**src/rtl/bus_arbiter_if.sv**
```systemverilog
// Signal bundle between two bus masters, the shared memory bus, the register
// slave and the arbiter. The arbiter connects through the slave modport.
interface bus_arbiter_if #(
  parameter int AW = 16,
  parameter int DW = 8
);
  // Handshake: a master raises cs with we/addr/dat stable and holds them until
  // its one-cycle ack strobe; dropping cs earlier abandons the access without an
  // ack. The memory bus and register slave complete by pulsing their own ack
  // while the matching select is high; read data is only meaningful with ack.
  logic          i_m0_cs;
  logic          i_m0_we;
  logic [AW-1:0] i_m0_addr;
  logic [DW-1:0] i_m0_dat;
  logic          o_m0_ack;
  logic          i_m1_cs;
  logic          i_m1_we;
  logic [AW-1:0] i_m1_addr;
  logic [DW-1:0] i_m1_dat;
  logic          o_m1_ack;
  logic [DW-1:0] o_rd_dat;
  logic          o_cs;
  logic          o_we;
  logic [AW-1:0] o_addr;
  logic [DW-1:0] o_dat;
  logic [DW-1:0] i_dat;
  logic          i_ack;
  logic          o_reg_cs;
  logic [DW-1:0] i_reg_dat;
  logic          i_reg_ack;
  logic [1:0]    o_grant;
  logic          o_err;

  modport slave (
    input  i_m0_cs, i_m0_we, i_m0_addr, i_m0_dat,
    input  i_m1_cs, i_m1_we, i_m1_addr, i_m1_dat,
    input  i_dat, i_ack, i_reg_dat, i_reg_ack,
    output o_m0_ack, o_m1_ack, o_rd_dat, o_cs, o_we, o_addr, o_dat,
    output o_reg_cs, o_grant, o_err
  );

  modport master (
    output i_m0_cs, i_m0_we, i_m0_addr, i_m0_dat,
    output i_m1_cs, i_m1_we, i_m1_addr, i_m1_dat,
    output i_dat, i_ack, i_reg_dat, i_reg_ack,
    input  o_m0_ack, o_m1_ack, o_rd_dat, o_cs, o_we, o_addr, o_dat,
    input  o_reg_cs, o_grant, o_err
  );
endinterface

```
**src/rtl/bus_arbiter.sv**
```systemverilog
// Two-master arbiter for one shared memory bus with a two-byte register window.
// Optional ack-wait timeout is enabled by defining ARB_TIMEOUT_EN.
module bus_arbiter #(
  parameter int              AW         = 16,
  parameter int              DW         = 8,
  parameter logic [AW-1:0]   REG_BASE   = 16'hFFF0,
  parameter int              M0_MAX_RUN = 8
`ifdef ARB_TIMEOUT_EN
  , parameter int            TIMEOUT    = 64
`endif
) (
  input  logic       i_clk,
  input  logic       i_reset,
  bus_arbiter_if.slave bus,
  output logic [1:0] o_state
);

  typedef enum logic [1:0] {
    IDLE = 2'd0,
    GNT0 = 2'd1,
    GNT1 = 2'd2,
    DONE = 2'd3
  } state_t;

  state_t        state, state_nx;
  logic [7:0]    run, run_nx;
  logic          granted;
  logic          sel_m1;
  logic          cur_cs;
  logic          cur_we;
  logic [AW-1:0] cur_addr;
  logic [DW-1:0] cur_dat;
  logic          reg_hit;
  logic          ack_src;
  logic [DW-1:0] rd_src;
  logic          expired;
  logic          ack;

  assign granted  = (state == GNT0) || (state == GNT1);
  assign sel_m1   = (state == GNT1);
  assign cur_cs   = sel_m1 ? bus.i_m1_cs   : bus.i_m0_cs;
  assign cur_we   = sel_m1 ? bus.i_m1_we   : bus.i_m0_we;
  assign cur_addr = sel_m1 ? bus.i_m1_addr : bus.i_m0_addr;
  assign cur_dat  = sel_m1 ? bus.i_m1_dat  : bus.i_m0_dat;
  assign reg_hit  = (cur_addr[AW-1:1] == REG_BASE[AW-1:1]);
  assign ack_src  = reg_hit ? bus.i_reg_ack : bus.i_ack;
  assign rd_src   = reg_hit ? bus.i_reg_dat : bus.i_dat;
  assign o_state  = state;

`ifdef ARB_TIMEOUT_EN
  // Counts cycles already spent in the current grant; idle states hold it at 0.
  logic [7:0] wait_cnt;

  always_ff @(posedge i_clk or negedge i_reset) begin
    if (!i_reset)     wait_cnt <= '0;
    else if (granted) wait_cnt <= wait_cnt + 8'd1;
    else              wait_cnt <= '0;
  end

  assign expired = granted && (wait_cnt == 8'(TIMEOUT - 1));
`else
  assign expired = 1'b0;
`endif

  always_ff @(posedge i_clk or negedge i_reset) begin
    if (!i_reset) begin
      state <= IDLE;
      run   <= '0;
    end else begin
      state <= state_nx;
      run   <= run_nx;
    end
  end

  always_comb begin
    state_nx     = state;
    run_nx       = run;
    ack          = 1'b0;
    bus.o_rd_dat = '0;
    bus.o_cs     = 1'b0;
    bus.o_we     = 1'b0;
    bus.o_reg_cs = 1'b0;
    bus.o_addr   = '0;
    bus.o_dat    = '0;
    bus.o_grant  = 2'b00;
    bus.o_err    = 1'b0;
    case (state)
      IDLE: begin
        if (!bus.i_m1_cs) run_nx = '0;
        if (bus.i_m1_cs && (!bus.i_m0_cs || run == 8'(M0_MAX_RUN))) begin
          state_nx = GNT1;
          run_nx   = '0;
        end else if (bus.i_m0_cs) begin
          state_nx = GNT0;
          if (bus.i_m1_cs && run != 8'hFF) run_nx = run + 8'd1;
        end
      end
      GNT0, GNT1: begin
        bus.o_grant = sel_m1 ? 2'b10 : 2'b01;
        bus.o_addr  = cur_addr;
        bus.o_dat   = cur_dat;
        // Selects drop in the same cycle as an abort or a timeout.
        if (cur_cs && !(expired && !ack_src)) begin
          bus.o_we     = cur_we;
          bus.o_cs     = !reg_hit;
          bus.o_reg_cs = reg_hit;
        end
        if (!cur_cs) begin
          state_nx = DONE;
        end else if (ack_src) begin
          ack          = 1'b1;
          bus.o_rd_dat = rd_src;
          state_nx     = DONE;
        end else if (expired) begin
          ack          = 1'b1;
          bus.o_err    = 1'b1;
          bus.o_rd_dat = {DW{1'b1}};
          state_nx     = DONE;
        end
      end
      DONE: state_nx = IDLE;
      default: state_nx = IDLE;
    endcase
  end

  assign bus.o_m0_ack = ack && !sel_m1;
  assign bus.o_m1_ack = ack &&  sel_m1;

endmodule

```
**src/flat_wrapper.sv**
```systemverilog
// flat-port wrapper written by rule: the top's interface ports become plain ports
module bus_arbiter_flat 
#(
  parameter int              AW         = 16,
  parameter int              DW         = 8,
  parameter logic [AW-1:0]   REG_BASE   = 16'hFFF0,
  parameter int              M0_MAX_RUN = 8

)
  (i_clk, i_reset, o_state, bus_i_m0_cs, bus_i_m0_we, bus_i_m0_addr, bus_i_m0_dat, bus_i_m1_cs, bus_i_m1_we, bus_i_m1_addr, bus_i_m1_dat, bus_i_dat, bus_i_ack, bus_i_reg_dat, bus_i_reg_ack, bus_o_m0_ack, bus_o_m1_ack, bus_o_rd_dat, bus_o_cs, bus_o_we, bus_o_addr, bus_o_dat, bus_o_reg_cs, bus_o_grant, bus_o_err);
  bus_arbiter_if #(.AW(AW), .DW(DW)) bus_i ();
  input  logic i_clk;
  input  logic i_reset;
  output logic [1:0] o_state;
  input wire logic [$bits(bus_i.i_m0_cs)-1:0] bus_i_m0_cs;
  input wire logic [$bits(bus_i.i_m0_we)-1:0] bus_i_m0_we;
  input wire logic [$bits(bus_i.i_m0_addr)-1:0] bus_i_m0_addr;
  input wire logic [$bits(bus_i.i_m0_dat)-1:0] bus_i_m0_dat;
  input wire logic [$bits(bus_i.i_m1_cs)-1:0] bus_i_m1_cs;
  input wire logic [$bits(bus_i.i_m1_we)-1:0] bus_i_m1_we;
  input wire logic [$bits(bus_i.i_m1_addr)-1:0] bus_i_m1_addr;
  input wire logic [$bits(bus_i.i_m1_dat)-1:0] bus_i_m1_dat;
  input wire logic [$bits(bus_i.i_dat)-1:0] bus_i_dat;
  input wire logic [$bits(bus_i.i_ack)-1:0] bus_i_ack;
  input wire logic [$bits(bus_i.i_reg_dat)-1:0] bus_i_reg_dat;
  input wire logic [$bits(bus_i.i_reg_ack)-1:0] bus_i_reg_ack;
  output wire logic [$bits(bus_i.o_m0_ack)-1:0] bus_o_m0_ack;
  output wire logic [$bits(bus_i.o_m1_ack)-1:0] bus_o_m1_ack;
  output wire logic [$bits(bus_i.o_rd_dat)-1:0] bus_o_rd_dat;
  output wire logic [$bits(bus_i.o_cs)-1:0] bus_o_cs;
  output wire logic [$bits(bus_i.o_we)-1:0] bus_o_we;
  output wire logic [$bits(bus_i.o_addr)-1:0] bus_o_addr;
  output wire logic [$bits(bus_i.o_dat)-1:0] bus_o_dat;
  output wire logic [$bits(bus_i.o_reg_cs)-1:0] bus_o_reg_cs;
  output wire logic [$bits(bus_i.o_grant)-1:0] bus_o_grant;
  output wire logic [$bits(bus_i.o_err)-1:0] bus_o_err;
  assign bus_i.i_m0_cs = bus_i_m0_cs;
  assign bus_i.i_m0_we = bus_i_m0_we;
  assign bus_i.i_m0_addr = bus_i_m0_addr;
  assign bus_i.i_m0_dat = bus_i_m0_dat;
  assign bus_i.i_m1_cs = bus_i_m1_cs;
  assign bus_i.i_m1_we = bus_i_m1_we;
  assign bus_i.i_m1_addr = bus_i_m1_addr;
  assign bus_i.i_m1_dat = bus_i_m1_dat;
  assign bus_i.i_dat = bus_i_dat;
  assign bus_i.i_ack = bus_i_ack;
  assign bus_i.i_reg_dat = bus_i_reg_dat;
  assign bus_i.i_reg_ack = bus_i_reg_ack;
  assign bus_o_m0_ack = bus_i.o_m0_ack;
  assign bus_o_m1_ack = bus_i.o_m1_ack;
  assign bus_o_rd_dat = bus_i.o_rd_dat;
  assign bus_o_cs = bus_i.o_cs;
  assign bus_o_we = bus_i.o_we;
  assign bus_o_addr = bus_i.o_addr;
  assign bus_o_dat = bus_i.o_dat;
  assign bus_o_reg_cs = bus_i.o_reg_cs;
  assign bus_o_grant = bus_i.o_grant;
  assign bus_o_err = bus_i.o_err;
  bus_arbiter #(.AW(AW), .DW(DW), .REG_BASE(REG_BASE), .M0_MAX_RUN(M0_MAX_RUN)) u_core (.i_clk(i_clk), .i_reset(i_reset), .bus(bus_i), .o_state(o_state));
endmodule
```
**config.mk**
```make
export PLATFORM = sky130hd
export DESIGN_NAME = bus_arbiter_flat
export DESIGN_NICKNAME = d
export VERILOG_FILES = /design/src/rtl/bus_arbiter_if.sv /design/src/rtl/bus_arbiter.sv /design/src/flat_wrapper.sv
export SDC_FILE = /design/constraint.sdc
export NUM_CORES = 1
export LEC_CHECK = 0
export BUFFER_PORTS_ARGS = -buffer_cell sky130_fd_sc_hd__buf_2
export CORE_ASPECT_RATIO = 1.2
export CORE_MARGIN = 2
export CORE_UTILIZATION = 40
export DETAILED_ROUTE_END_ITERATION = 8
export PLACE_DENSITY = 0.81
export SKIP_LAST_GASP = 1
export SLEW_MARGIN = 25
export SYNTH_ARGS = -nofsm -noshare
export SYNTH_HDL_FRONTEND = slang
export SYNTH_SLANG_ARGS = --single-unit
export TNS_END_PERCENT = 100
```
**constraint.sdc**
```tcl
create_clock -name i_clk -period 2.9 [get_ports i_clk]
set_input_delay 0 -clock i_clk [delete_from_list [all_inputs] [get_ports i_clk]]
set_output_delay 0 -clock i_clk [all_outputs]
set_load 0.01 [all_outputs]
```
==> key figures, run 1 <==
STA
  • Worst slew pin tran: 0.4908 ns
  • Max Freq: 0.3883 GHz
  • Setup TNS: 0 ns
  • WHS: 0.1466 ns
  • Fin crit share: 88.80%
  • Slew headroom: 66.85%
  • Endpoints failing hold: 0
  • Worst Skew: 0.001813 ns
  • RSZ-0062 raised after global routing: no
  • Fin crit period: 2.575 ns
  • Slew Limit Fails: 0
  • Final setup viols: 0

Setup path
  • Worst-path cell chain: inv_1, ha_2, buf_4, nor4b_1, nand2_1, nand2_1, and3_1, nand3_1, a21oi_1, buf_2
  • Worst Setup EP: bus_o_rd_dat[2]
  • CP Max Fanout: 14
  • Cell with the most instances on the worst path: nand2_1
  • Critical-path top delay cell: dfrtp_1
  • CP Launch Point: u_core.o_state[0]
  • Crit path kind: flip-flop to output port
  • Reg2reg setup slack: 0.45 ns
  • R2r endpoint: u_core.o_state[1]
  • Delay-heaviest family, CP: simple AND/OR/NAND/NOR gates
  • Worst path max stage delay: 0.39 ns
  • Worst Setup End Kind: output port
  • R2R cell count: 9
  • CP bufs+invs: 3
  • Element type at the critical path start: flip-flop
  • Worst r2r src: u_core.o_state[0]
  • CP Depth: 10
  • Crit path DAT: 2.58 ns
  • Worst Path Required: 2.90 ns

Global route
  • GRT Residual Overflow: 0
  • Initial antenna violation count: 0
  • GR Util All Layers: 22.18%
  • M3 GR Usage: 1.866%
  • Global routing usage on met2: 42.47%
  • Vias in the first global route: 1680
  • M1 GR Usage: 24.91%
  • Largest net degree at the start of global routing: 28
  • Global-route wire length before repair: 7410 microns
  • Grt peak-use layer: met2

Power and ir drop
  • Static Leak: 1.058 nW
  • Peak supply drop: 0.3725 mV
  • Total power: 1.709 mW
  • P per Cell Area: 818.7 mW/mm^2

Die
  • Die Wd: 58.73 microns
  • Core area: 0.003396 sq mm
  • Starting density of the core: 42.34%
  • I/O Pins: 114
  • Rows: 23
  • Die Y: 69.67 microns
  • DIE AREA: 0.004091 sq mm

Clock network
  • Clock Tree Buf Depth: 2
  • Hold Buf Count CTS: 1
  • CTS tree: yes
  • Post-CTS Resized: 0
  • CTS root buf: clkbuf_8
  • Setup Fix Bufs, Post-CTS: 0
  • Clock slew at reported path FFs: 0.05 ns
  • Sink Count: 10
  • Clk_lat worst skew: 0.24 ns
  • Cts bufs inserted: 3
  • H-tree levels: 1

Synth
  • Avg Cell Area, Syn: 7.647 sq um
  • Register area share after synthesis: 17.41%
  • Async set-or-reset flop fraction in the synthesized netlist: 100.0%
  • Net count after synthesis: 265
  • Synth Flop Type: dfrtp_1
  • Post-synth EDFFs: 0
  • Post-Syn Area: 0.001438 sq mm
  • Gate Count Post-Synth: 188
  • Seq cells post-synth: 10
  • YS warnings: 0
  • Netlist cell types: 43

Routing
  • DR vias: 1820
  • Initial DRC count: 124
  • DRT Pass-1 Iters: 6
  • Drt wl/cell: 13.87 microns
  • ANT nets after route: 0
  • DRC viols: 12
  • Final wirelength: 4647 microns
  • Vias/cell: 5.433

Final layout
  • Fin nets: 376
  • Synth-to-Final Area Change: 45.17%
  • # fillers: 299
  • Share of post-route cells with drive strength above 1: 45.64%
  • Antenna Cells: 0

Min path
  • Worst Hold Class: input port to asynchronous set/reset pin

Placed design
  • Final GP Congestion: 0.8631
  • I/O Buffers: 112
  • Hpwl dp: 3789 microns

Job
  • Max-cap violation count: 0

Outcome
  • Status: complete, but fails checks
  • Failing checks: design-rule violations
==> stage by stage <==
| stage | worst slack, ns | util [%] | std cells | area [sq um] |
|---|---|---|---|---|
| detailed placement | 0.4576 | 59.54 | 330 | 2022 |
| CTS | 0.3020 | 61.46 | 335 | 2087 |
| global placement | 0.5878 | 59.54 | 330 | 2022 |
| finish | 0.3248 | 61.46 | 335 | 2087 |
| global route | 0.05131 | 61.46 | 335 | 2087 |
| floorplan | 0.6406 | - | 188 | 1438 |
==> power breakdown <==
part	internal (mW)	switching (mW)	total, mW
Clock	0.119	0.0572	0.177
Sequential	0.173	0.0439	0.217
Combinational	0.629	0.686	1.32
==> registers in the layout, summed over array words and instances, names as in the netlist <==
name            count
u_core.o_state      2
u_core.run          8
==> placed cells by master (no fill, tap or decap), drive strengths merged, types with 4 or more instances in the layout <==
master / synthesis / layout
a21oi: 13 / 13
and4: 4 / 4
buf: 7 / 118
clkbuf: 6 / 4
dfrtp: 10 / 10
ha: 5 / 5
inv: 7 / 7
mux2: 4 / 4
mux2i: 25 / 25
nand2: 10 / 10
nand3: 24 / 24
nand4: 4 / 4
nor2: 12 / 12
nor2b: 23 / 23
o21ai: 6 / 6
==> cell usage after synthesis, types with 2 or more instances <==
master / instances / share of area [%]
a21oi_1: 13 / 4.5
a22o_1: 2 / 1.2
a31oi_1: 3 / 1.3
and4_1: 2 / 1.2
and4_2: 2 / 1.4
buf_2: 5 / 1.7
clkbuf_1: 5 / 1.3
dfrtp_1: 10 / 17
ha_1: 5 / 4.4
inv_1: 7 / 1.8
mux2_2: 4 / 3.1
mux2i_1: 25 / 17
nand2_1: 10 / 2.6
nand2b_1: 2 / 0.87
nand3_1: 24 / 8.4
nand4_1: 4 / 1.7
nor2_1: 11 / 2.9
nor2b_1: 23 / 10
nor3_1: 3 / 1.0
o21ai_0: 5 / 1.7
==> metal layers <==
metal  vias up  wire [microns]
met2        69            2498
li1        898               -
met5         -               0
met3         5             320
met1       848            1774
met4         0              53
==> worst reg2reg max path, cell delays in order (launching register included) <==
cell and delay [ns]:
dfrtp_1 0.39, inv_1 0.08, ha_2 0.30, buf_4 0.23, nor4b_1 0.35, nand2_1 0.09
nand2_1 0.12, a311oi_1 0.13, nor3_1 0.29, mux2_2 0.37
==> how the worst min path moves through the flow <==
stage,startpoint,endpoint
3_5_place_dp,i_reset,u_core.run[1]
3_3_place_gp,i_reset,u_core.run[0]
5_1_grt,i_reset,u_core.run[0]
2_1_floorplan,i_reset,u_core.o_state[0]
6_report,i_reset,u_core.o_state[0]
4_1_cts,i_reset,u_core.o_state[0]
==> cell type report <==
type                            count  area [sq um]  share of cell area, %
Clock buffer                        4         55.05                  2.638
Sequential cell                    10         250.2                  11.99
Tap cell                           37         46.29                  2.218
Timing Repair Buffer              119         615.6                  29.50
Multi-Input combinational cell    158          1094                  52.40
Inverter                            7         26.28                  1.259
==> cells by family (layout without fill, tap and decap cells) <==
family | Yosys count | after routing | synth area share [%]
other | 1 | 1 | 0.2608
muxes | 29 | 29 | 20.54
and+or+nand+nor | 90 | 90 | 35.42
AOI/OAI and AO/OA | 33 | 33 | 15.32
DFF | 10 | 10 | 17.41
buffers and inverters | 20 | 130 | 6.702
adders and majority gates | 5 | 5 | 4.352
Note: power is estimated with default switching activity, not from simulation.
==> inputs of run 2 (changes only) <==
==> constraint.sdc (replaced) <==
create_clock -name i_clk -period 2.8 [get_ports i_clk]
set_input_delay 0 -clock i_clk [delete_from_list [all_inputs] [get_ports i_clk]]
set_output_delay 0 -clock i_clk [all_outputs]
set_load 0.01 [all_outputs]
==> key figures, run 2 (synthesis results as in run 1) <==
Outcome
  • Status: complete, but fails checks
  • Failing checks: design-rule violations

Die
  • Starting density of the core: 42.34% (unchanged)
  • DIE AREA: 0.004091 sq mm (unchanged)
  • Core area: 0.003396 sq mm (unchanged)
  • I/O Pins: 114 (unchanged)
  • Rows: 23 (unchanged)
  • Die Wd: 58.73 microns (unchanged)
  • Die Y: 69.67 microns (unchanged)

STA
  • Endpoints failing hold: 0 (unchanged)
  • Setup TNS: 0 ns (unchanged)
  • Fin crit period: 2.500 ns
  • Slew Limit Fails: 0 (unchanged)
  • WHS: 0.1243 ns (-0.02229 ns)
  • Worst Skew: 0.001103 ns (-0.0007099 ns)
  • Worst slew pin tran: 0.4961 ns (+0.005275 ns)
  • Fin crit share: 89.28%
  • RSZ-0062 raised after global routing: no
  • Final setup viols: 0 (unchanged)
  • Max Freq: 0.4000 GHz
  • Slew headroom: 66.49% (-0.36 points)

Final layout
  • Top reg by flops: u_core.run
  • Share of post-route cells with drive strength above 1: 45.64% (unchanged)
  • Fin nets: 376 (unchanged)
  • Synth-to-Final Area Change: 45.17% (unchanged)
  • Most common cell after layout, fill and taps aside: buf_2
  • Antenna Cells: 0 (unchanged)
  • Largest register FFs: 8 (unchanged)
  • End-of-flow core utilization: 61.46% (unchanged)
  • Most frequent cells in the layout: buf_2, mux2i_1, nand3_1
  • Design Area, Final: 0.002087 sq mm (unchanged)

Setup path
  • Crit path kind: flip-flop to output port
  • Crit path DAT: 2.50 ns (-0.08 ns)
  • Delay-heaviest family, CP: simple AND/OR/NAND/NOR gates
  • Worst Setup End Kind: output port
  • Worst Path Required: 2.80 ns (-0.10 ns)
  • CP Max Fanout: 16 (+2)
  • Worst path max stage delay: 0.38 ns (about the same)
  • R2R cell count: 9 (unchanged)
  • CP bufs+invs: 3 (unchanged)
  • Element type at the critical path start: flip-flop
  • Critical-path top delay cell: dfrtp_1
  • CP Depth: 10 (unchanged)
  • Worst-path cell chain: inv_1, ha_2, buf_4, nand4b_1, o22ai_1, o21a_1, and3_1, nand3_1, a21oi_1, buf_2

Clock network
  • Post-CTS Resized: 0 (unchanged)
  • Clk_lat worst skew: 0.24 ns (about the same)
  • H-tree levels: 1 (unchanged)
  • Clock Tree Buf Depth: 2 (unchanged)
  • Cts bufs inserted: 3 (unchanged)
  • CTS tree: yes
  • Sink Count: 10 (unchanged)
  • Clock slew at reported path FFs: 0.05 ns (about the same)
  • CTS root buf: clkbuf_8

Routing
  • Final wirelength: 4423 microns (-4.8%)
  • DRT Pass-1 Iters: 6 (unchanged)
  • Initial DRC count: 128 (+3.2%)
  • DR vias: 1802 (-0.99%)
  • ANT nets after route: 0 (unchanged)
  • Vias/cell: 5.379 (-0.99%)
  • Drt wl/cell: 13.20 microns (-4.8%)
  • DRC viols: 12 (unchanged)

Global route
  • GRT Residual Overflow: 0 (unchanged)
  • GR Util All Layers: 20.33% (-1.8 points)
  • Vias in the first global route: 1566 (-6.8%)
  • Global-route wire length before repair: 6762 microns (-8.7%)
  • Largest net degree at the start of global routing: 28 (unchanged)
  • Initial antenna violation count: 0 (unchanged)

Power and ir drop
  • Sw Share: 45.71% (-0.37 points)
  • Total power: 1.760 mW (+3.0%)
  • P per Cell Area: 843.3 mW/mm^2 (+3.0%)
  • Internal power: 0.9556 mW (+3.7%)
  • Clock share of power: 10.4% (about the same)
  • Static Leak: 1.058 nW (unchanged)
  • Reg power frac: 12.6% (about the same)
  • Switching pwr: 0.8044 mW (+2.2%)
  • Peak supply drop: 0.2987 mV (-20%)
  • Combinational power share: 77.0% (about the same)

Min path
  • Worst Hold Class: input port to flip-flop
  • Hold Path Cell Cnt: 3

Job
  • Max-cap violation count: 0 (unchanged)

Placed design
  • Hpwl dp: 3673 microns (-3.1%)
  • I/O Buffers: 112 (unchanged)
  • Placed Area: 0.002022 sq mm (unchanged)
  • Final GP Congestion: 0.8719 (+1.0%)
-- run 2: through the flow --
stage	cells	setup slack, ns
after floorplan	188	0.5406
after global placement	330	0.4897
after detailed placement	330	0.4534
after CTS	335	0.2937
after global routing	335	0.03107
final	335	0.3003
-- run 2: power by group through the flow --
| stage | combinational [mW] | sequential [mW] | clock, mW |
|---|---|---|---|
| 2_1_floorplan | 0.894 | 0.221 | 0 |
| 3_3_place_gp | 1.35 | 0.221 | 0 |
| 3_5_place_dp | 1.36 | 0.224 | 0 |
| 4_1_cts | 1.37 | 0.222 | 0.187 |
| 5_1_grt | 1.48 | 0.227 | 0.194 |
| 6_report | 1.36 | 0.221 | 0.184 |
-- run 2: final cells by class --
type / count / area [sq um]
multi-input cells: 158 / 1094
repair buffers: 119 / 615.6
well taps: 37 / 46.29
clock buffers: 4 / 55.05
flip-flops and latches: 10 / 250.2
fillers: 309 / 1309
inverters: 7 / 26.28
-- run 2: final timing paths --
path / from / end / slack [ns]
min in group asynchronous: i_reset / u_core.run[1] / 0.16
hold reg to reg: u_core.run[5] / u_core.run[5] / 0.54
hold / removal: bus_i_m0_cs / u_core.run[6] / 0.12
setup / recovery: u_core.o_state[0] / bus_o_rd_dat[2] / 0.30
max in group asynchronous: i_reset / u_core.run[5] / 2.45
setup reg to reg: u_core.o_state[0] / u_core.o_state[1] / 0.45
-- run 2: per-layer routing --
layer / vias up / track usage, % / share of wire (%)
met5: - / 0 / 0
met4: 0 / 5.556 / 0.93
met3: 4 / 3.545 / 7.9
met2: 70 / 39.01 / 53
met1: 828 / 21.64 / 38
li1: 900 / - / -
-- run 2: timing repair --
action / CTS / global route
hold buffers: 1 / 0
buffers inserted: 0 / 0
hold endpoints to repair: 10 / 0
-- run 2: worst reg2reg max path, delay by kind of cell (launching register included) --
| family | cells | cell delay, ns |
|---|---|---|
| compound gates | 3 | 0.45 |
| fa+ha+maj | 1 | 0.31 |
| buf+inv | 2 | 0.31 |
| flops | 1 | 0.38 |
| mux | 1 | 0.36 |
| simple gates | 2 | 0.45 |
